[config.mk]
export PLATFORM = sky130hd
export DESIGN_NAME = qpsk_framer
export DESIGN_NICKNAME = d
export VERILOG_FILES = /design/src/rtl/qpsk_framer.sv
export SDC_FILE = /design/constraint.sdc
export NUM_CORES = 1
export LEC_CHECK = 0
export CORE_MARGIN = 2
export CORE_UTILIZATION = 40
export DETAILED_ROUTE_END_ITERATION = 16
export SLEW_MARGIN = 10
export SYNTH_ARGS = -nofsm -noshare
export SYNTH_HDL_FRONTEND = slang
export SYNTH_SLANG_ARGS = --single-unit
export TNS_END_PERCENT = 5
[constraint.sdc]
create_clock -name clk -period 2.3 [get_ports clk]
set_input_delay 0.46 -clock clk [delete_from_list [all_inputs] [get_ports clk]]
set_output_delay 0.46 -clock clk [all_outputs]
set_load 0.03 [all_outputs]
[src/rtl/qpsk_framer.sv]
// Frame builder ahead of the QPSK mapper: alternating preamble, sync word, then
// payload bytes (optionally scrambled), serialised as {i,q} dibits on valid/ready.
module qpsk_framer #(
    parameter int          PREAMBLE_LEN = 32,
    parameter logic [31:0] SYNC_WORD    = 32'h1ACFFC1D,
    parameter bit          SCRAMBLE     = 1'b1,
    parameter logic [6:0]  LFSR_SEED    = 7'h7F
) (
    input  logic       clk,
    input  logic       rst_n,
    input  logic [7:0] in_data,
    input  logic       in_valid,
    input  logic       in_last,
    output logic       in_ready,
    output logic       out_i,
    output logic       out_q,
    output logic       out_valid,
    input  logic       out_ready,
    output logic       busy
);
    // One counter serves both preamble and the 16-dibit sync word.
    localparam int CW = $clog2((PREAMBLE_LEN > 16) ? PREAMBLE_LEN : 16);

    typedef enum logic [1:0] {IDLE, PREAMBLE, SYNC, PAYLOAD} state_t;

    state_t          state_q, state_d;
    logic [CW-1:0]   cnt_q, cnt_d;
    logic [6:0]      lfsr_q, lfsr_d;
    logic [7:0]      buf_q, buf_d;
    logic            buf_vld_q, buf_vld_d;
    logic            last_q, last_d;
    logic [1:0]      idx_q, idx_d;
    logic            out_i_q, out_i_d;
    logic            out_q_q, out_q_d;
    logic            out_valid_q, out_valid_d;

    logic            load;
    logic            accept;
    logic            in_ready_c;
    logic [31:0]     sync_sh;
    logic [7:0]      byte_sh;
    logic [6:0]      s1, s2;

    always_comb begin
        load    = !out_valid_q || out_ready;
        // The buffer is filled as soon as the frame starts so the first payload
        // dibit follows the sync word without a bubble.
        in_ready_c = (state_q != IDLE) &&
                     (!buf_vld_q ||
                      (state_q == PAYLOAD && idx_q == 2'd3 && load && !last_q));
        accept  = in_valid && in_ready_c;
        sync_sh = SYNC_WORD << {cnt_q[3:0], 1'b0};
        byte_sh = buf_q << {idx_q, 1'b0};
        s1      = {lfsr_q[5:0], lfsr_q[6] ^ lfsr_q[3]};
        s2      = {s1[5:0], s1[6] ^ s1[3]};

        state_d     = state_q;
        cnt_d       = cnt_q;
        lfsr_d      = lfsr_q;
        buf_d       = buf_q;
        buf_vld_d   = buf_vld_q;
        last_d      = last_q;
        idx_d       = idx_q;
        out_i_d     = out_i_q;
        out_q_d     = out_q_q;
        out_valid_d = out_valid_q;

        if (load) out_valid_d = 1'b0;

        case (state_q)
            IDLE: begin
                if (in_valid) begin
                    state_d = PREAMBLE;
                    lfsr_d  = LFSR_SEED;
                    cnt_d   = '0;
                end
            end
            PREAMBLE: begin
                if (load) begin
                    out_valid_d = 1'b1;
                    out_i_d     = cnt_q[0];
                    out_q_d     = cnt_q[0];
                    if (cnt_q == CW'(PREAMBLE_LEN - 1)) begin
                        cnt_d   = '0;
                        state_d = SYNC;
                    end else begin
                        cnt_d = cnt_q + CW'(1);
                    end
                end
            end
            SYNC: begin
                if (load) begin
                    out_valid_d = 1'b1;
                    out_i_d     = sync_sh[31];
                    out_q_d     = sync_sh[30];
                    if (cnt_q == CW'(15)) begin
                        cnt_d   = '0;
                        state_d = PAYLOAD;
                    end else begin
                        cnt_d = cnt_q + CW'(1);
                    end
                end
            end
            PAYLOAD: begin
                if (load && buf_vld_q) begin
                    out_valid_d = 1'b1;
                    if (SCRAMBLE) begin
                        out_i_d = byte_sh[7] ^ lfsr_q[6];
                        out_q_d = byte_sh[6] ^ s1[6];
                        lfsr_d  = s2;
                    end else begin
                        out_i_d = byte_sh[7];
                        out_q_d = byte_sh[6];
                    end
                    idx_d = idx_q + 2'd1;
                    if (idx_q == 2'd3) begin
                        buf_vld_d = 1'b0;
                        if (last_q) state_d = IDLE;
                    end
                end
            end
            default: state_d = IDLE;
        endcase

        if (accept) begin
            buf_d     = in_data;
            buf_vld_d = 1'b1;
            last_d    = in_last;
            idx_d     = 2'd0;
        end
    end

    always_ff @(posedge clk or negedge rst_n) begin
        if (!rst_n) begin
            state_q     <= IDLE;
            cnt_q       <= '0;
            lfsr_q      <= LFSR_SEED;
            buf_q       <= '0;
            buf_vld_q   <= 1'b0;
            last_q      <= 1'b0;
            idx_q       <= '0;
            out_i_q     <= 1'b0;
            out_q_q     <= 1'b0;
            out_valid_q <= 1'b0;
        end else begin
            state_q     <= state_d;
            cnt_q       <= cnt_d;
            lfsr_q      <= lfsr_d;
            buf_q       <= buf_d;
            buf_vld_q   <= buf_vld_d;
            last_q      <= last_d;
            idx_q       <= idx_d;
            out_i_q     <= out_i_d;
            out_q_q     <= out_q_d;
            out_valid_q <= out_valid_d;
        end
    end

    assign in_ready  = in_ready_c;
    assign out_i     = out_i_q;
    assign out_q     = out_q_q;
    assign out_valid = out_valid_q;
    assign busy      = (state_q != IDLE);

endmodule

==> metrics.cfg <==
[outcome]
outcome=finished clean

[global_routing]
grt_max_degree=30
grt-ovfl-total=0
grt_util_all_layers_pct=15.4
antenna_found_initial=0
grt_pass1_vias=1305
grt_pass1_wl_mm=6.01

[worst_setup_path]
critPathMaxFanout=7
critPathCaptureType=output port
path_cells=clkdlybuf4s50_1, nand2b_2, nand3_1, o21a_1, nor2_1, buf_4
cp_data_required_time_ns=1.84
criticalPathCategory=primary input to output port
arrival_ns=1.71
crit_slowest_cell=clkdlybuf4s50_1
worst_path_largest_cell_delay_ns=0.45
cp-start-kind=primary input

[placed_design]
place_inst=237
dp_hpwl_mm=2.52
portBuffers=17
place_ws_ns=0.0873
gp_congestion=0.793

[logic_synthesis]
synth-edff-count=0
yosysSeqAreaShare_pct=42.4
synthFlopType=dfrtp_1
syn_area_um2=1730
synth.distinct_cells=36
netlist_instances=174
syn_nets=201
async_reset_ff_share_pct=100
syn_area_per_cell_um2=9.97
yosys_warnings=0
synth_seq_cells=29

[detailed_routing]
routedWlPerCell_um=13.7
via_per_inst=5.13
dr.pass1.iters=4
drtAntennaViolNets=0
vias=1256
drc_errors=0
totalWireLength_mm=3.35
drt_first_iter_violations=100

[clock_network]
cts.sinks=29
cts_hold_buf=0
clkTransAtPathRegs_ns=0.06
cts_buffers=5
cts_setup_buffers=0
htree_levels=2
cts_buffer_depth=2
cts_tree=built
clock_latency_ns=0.27
cts_root_buf=clkbuf_8

[final_layout]
fin_cells=245
final_cell_mix=dfrtp_1, nand2_1, inv_1, clkdlybuf4s50_1
fill_cells=388
antenna_cells=0
syn_to_final_growth_pct=17.2
drive_gt1_share_pct=16.9
layout_commonest_cell=dfrtp_1
nets=221

[pwr]
ir_drop_uv=504
p_per_area_nw_per_um2=1300
leakage_nw=0.907

[die]
io-pin-count=18
die_x_um=69.8
die_area_um2=4880
die_y_um=69.8
rows=23
core-area_um2=4090
start_util_pct=42.4

[timing]
worstMarginPinSlew_ns=0.397
finalHoldViolCount=0
tns_ns=0
clock_skew_ns=0.00759
slew-limit-headroom_pct=73.5
max_freq_ghz=0.462
grt_setup_unrepaired=no
min_period_ns=2.17
slew_violations=0
holdWs_ns=0.472
fin_crit_sh_pct=94.2
setup_ws_ns=0.134
finalSetupViolCount=0

[hold_path]
hp-class=flip-flop to flip-flop

[flow_run]
drv_cap=0

-- worst max-delay path: cells and delay by family --
| kind | cells | cell delay (ns) |
|---|---|---|
| simple gates | 3 | 0.40 |
| buf+inv | 2 | 0.61 |
| compound gates | 1 | 0.23 |
-- where the power goes --
part | internal (W) | switching (W)
registers | 0.000743 | 0.000177
clock network | 0.000209 | 0.000188
logic | 0.000606 | 0.000717
-- synthesized netlist by cell type (2+ instances only) --
cell type | count | share of area [%]
nand3_1 | 5 | 1.4
xnor2_1 | 3 | 1.5
nor2_1 | 14 | 3.0
nand4_1 | 3 | 1.1
nand2_1 | 16 | 3.5
ha_1 | 14 | 10
mux2_1 | 2 | 1.3
a21oi_1 | 2 | 0.58
mux2_2 | 9 | 5.8
o22a_1 | 2 | 1.0
inv_1 | 15 | 3.2
dfrtp_1 | 22 | 32
buf_2 | 5 | 1.4
nor3b_1 | 4 | 1.7
xor2_1 | 4 | 2.0
nor2_4 | 2 | 1.3
o21a_1 | 2 | 0.87
a31oi_1 | 7 | 2.5
o21ai_1 | 4 | 1.2
o21ai_0 | 7 | 2.0
dfstp_2 | 7 | 11
nor2b_1 | 4 | 1.4
mux2i_1 | 8 | 4.6
-- metal layers --
metal  vias up  wire (um)  GRT usage, %  part of all wire [%]
li1        628          -             -                     -
met1       611       1540          20.2                    46
met2        15       1690          24.4                    51
met3         2         90          4.51                   2.7
met4         0         21          5.13                  0.63
met5         -          0             0                     0
-- final timing paths --
path / from / to / cells after the start / slack [ns]
max in group asynchronous: rst_n / lfsr_q[5] / 2 / 1.41
max reg2reg: cnt_q[0] / state_q[1] / 8 / 0.20
min: lfsr_q[0] / lfsr_q[2] / 2 / 0.47
min in group asynchronous: rst_n / cnt_q[4] / 2 / 0.56
min reg2reg: lfsr_q[0] / lfsr_q[2] / 2 / 0.47
max: out_ready / in_ready / 6 / 0.13
-- registers in the layout (all words and copies together), names as in the netlist --
name / cells
buf_q: 8
lfsr_q: 7
last_q: 1
idx_q: 2
out_i: 1
out_valid: 1
state_q: 2
buf_vld_q: 1
out_q: 1
cnt_q: 5
-- cell type report --
class / instances / area, um2 / area share, %
sequential: 29 / 734 / 36.1
timing repair buffer: 21 / 196 / 9.67
clock inverter: 2 / 10.0 / 0.493
tap: 50 / 62.6 / 3.08
multi-input combinational: 122 / 900 / 44.3
clock buffer: 6 / 72.6 / 3.57
inverter: 15 / 56.3 / 2.77
-- cell families (layout without fill, tap and decap cells) --
logic type                 Yosys count  count (layout)  synth area share (%)
AOI/OAI and AO/OA                   29              29                  10.8
xor gates and xnor gates             7               7                  3.54
adders and majority gates           14              14                  10.1
buffers and inverters               23              44                  5.77
DFF                                 29              29                  42.4
muxes                               19              19                  11.8
and+or+nand+nor                     53              53                  15.7
-- metrics by stage --
stage               power (W)  util [%]  area [um2]
finish                0.00264      49.7        2030
global route          0.00289      49.7        2030
CTS                   0.00268      49.7        2030
detailed placement    0.00227      47.7        1950
global placement      0.00221      47.7        1950
floorplan             0.00191         -        1730
-- timing repair --
action,in CTS,in global routing
endpoints found under the hold margin,0,0
gates resized for setup,1,0
endpoints found under the setup margin,1,0
(Power assumes the default switching activity.)
==> edit (same flow settings) <==
`buf_q` no longer has a reset.
--- a/src/rtl/qpsk_framer.sv
+++ b/src/rtl/qpsk_framer.sv
@@ -136,5 +136,4 @@
             cnt_q       <= '0;
             lfsr_q      <= LFSR_SEED;
-            buf_q       <= '0;
             buf_vld_q   <= 1'b0;
             last_q      <= 1'b0;
@@ -147,5 +146,4 @@
             cnt_q       <= cnt_d;
             lfsr_q      <= lfsr_d;
-            buf_q       <= buf_d;
             buf_vld_q   <= buf_vld_d;
             last_q      <= last_d;
@@ -155,4 +153,8 @@
             out_valid_q <= out_valid_d;
         end
+    end
+
+    always_ff @(posedge clk) begin
+        buf_q <= buf_d;
     end
 
Formal check against the unedited RTL: same outputs for any inputs over 10 cycles, from zero or initial values and one cycle with rst_n low; that may be too few to reach the edited logic, so the function may still have changed.
==> edit against the unedited design <==
Routed wire length is 8.7% lower; via count is 5.1% lower; worst setup slack worse by 1.4 ps; total power is 4.4% lower; area after synthesis is 3.0% lower; final area is 1.3% lower; sequential cell count stayed put.
==> edit: results (changes against the unedited design) <==
synthesis:
  synth_xor_area_share_pct: 3.65  # +0.11 points
  seq_area_frac_synth_pct: 46.1  # +3.7 points
  synth_compound_area_share_pct: 11.2  # +0.34 points
  ys_warn_count: 0  # unchanged
  synthDistinctLibCells: 38  # +5.6%
  synth_edf_count: 8  # +8
  synth_fa_ha_area_share_pct: 10.4  # +0.32 points
  synthTopCellsByArea: "dfrtp_1 21%, edfxtp_1 14%, dfstp_2 11%"
  yosys-top-cells-count: "16 x nand2_1, 15 x nor2_1, 14 x dfrtp_1, 14 x ha_1, 14 x inv_1"
  syn_nets: 193  # -4.0%
  async_flop_share_pct: 72.4  # -28 points
  yosys-mux-area-fraction_pct: 6.77  # -5.0 points
worst_setup_path:
  r2r-start: "cnt_q[0]"
  path_delay_family: "flip-flops"
  cp_slowest_cell: "dfrtp_1"
  critPathLaunch: "state_q[1]"
  cp-start-kind: "flip-flop"
  path_max_fanout: 10  # +3
  slowest_delay_ps: 410  # -40 ps
place:
  dp_hpwl_mm: 2.32  # -8.1%
  place_ws_ps: 151  # +63.8 ps
  gp_congestion: 0.782  # -1.4%
power:
  peakVddDrop_uv: 494  # -2.0%
  p_leak_nw: 0.867  # -4.4%
drt:
  drt_wl_total_mm: 3.06  # -8.7%
  drt_iter0_markers: 35  # -65%
  via_per_inst: 5.03  # -1.9%
cells_and_area:
  nets: 213  # -3.6%
  layout-drive-gt1-share_pct: 13.9  # -3.0 points
sta:
  worst_pin_slew_ps: 411  # +13.1 ps
  fin_skew_ps: 6.44  # -1.15 ps
  setup_viol_count_final: 0  # unchanged
hold_path:
  min-delay-start: "lfsr_q[1]"
global_routing:
  grt_usage_pct: 15.2  # -0.20 points
  grt_pass1_wl_mm: 5.28  # -12%
  grt_start_max_net_pins: 22  # -27%
  antenna_found_initial: 0  # unchanged
clock_network:
  root_buffer: "clkbuf_8"
outcome:
  outcome: "finished clean"
## edit: cell count changes in the layout (fill, tap and decap cells not counted), moves of 2 or more
cell | before | now
dfrtp_1 | 22 | 14
edfxtp_1 | 0 | 8
mux2_2 | 9 | 2
clkinv_2 | 2 | 0
## edit: area by class of cell
type	instances	area (um^2)
Sequential cell	29	774
Timing Repair Buffer	21	200
Inverter	15	56.3
Multi-Input combinational cell	114	802
Clock inverter	3	41.3
Tap cell	50	62.6
Fill cell	377	2020
Clock buffer	5	68.8
## edit: power breakdown
group	internal, mW	switching [mW]	total (mW)
combinational	0.505	0.652	1.16
sequential	0.712	0.147	0.859
clock	0.318	0.190	0.508
total	1.53	0.989	2.52
## edit: final timing paths
check / endpoint / slack [ps]
min in group asynchronous: cnt_q[4] / 520
worst min-delay path: lfsr_q[3] / 480
max in group asynchronous: lfsr_q[1] / 1490
worst max register to register: state_q[1] / 210
worst max-delay path: in_ready / 130
worst min register to register: lfsr_q[3] / 480
## edit: stage by stage
step | instance area, um^2 | cells
after floorplan | 1680 | 166
after global placement | 1890 | 229
after detailed placement | 1890 | 229
after CTS | 2000 | 237
after global routing | 2010 | 237
final | 2010 | 237
## edit: what timing repair did
action / in CTS / in global routing
endpoints found under the setup margin: 0 / 1
endpoints found under the hold margin: 0 / 0
gates resized for setup: 0 / 1
hold buffers: 0 / 0
## edit: cell families (layout without fill, tap and decap cells)
logic type               after synthesis  after routing
AO/OA/AOI/OAI                         29             29
XOR/XNOR                               7              7
adder cells (fa/ha/maj)               14             14
buffers and inverters                 23             44
flip-flops                            29             29
multiplexers                          11             11
AND/OR/NAND/NOR                       53             53
## edit: metal layers
metal,track usage [%],vias up,share of wire (%)
met5,0,-,0
met4,5.88,0,1.3
met3,3.73,4,3.8
met2,24.9,18,50
met1,19.4,564,45
li1,-,606,-
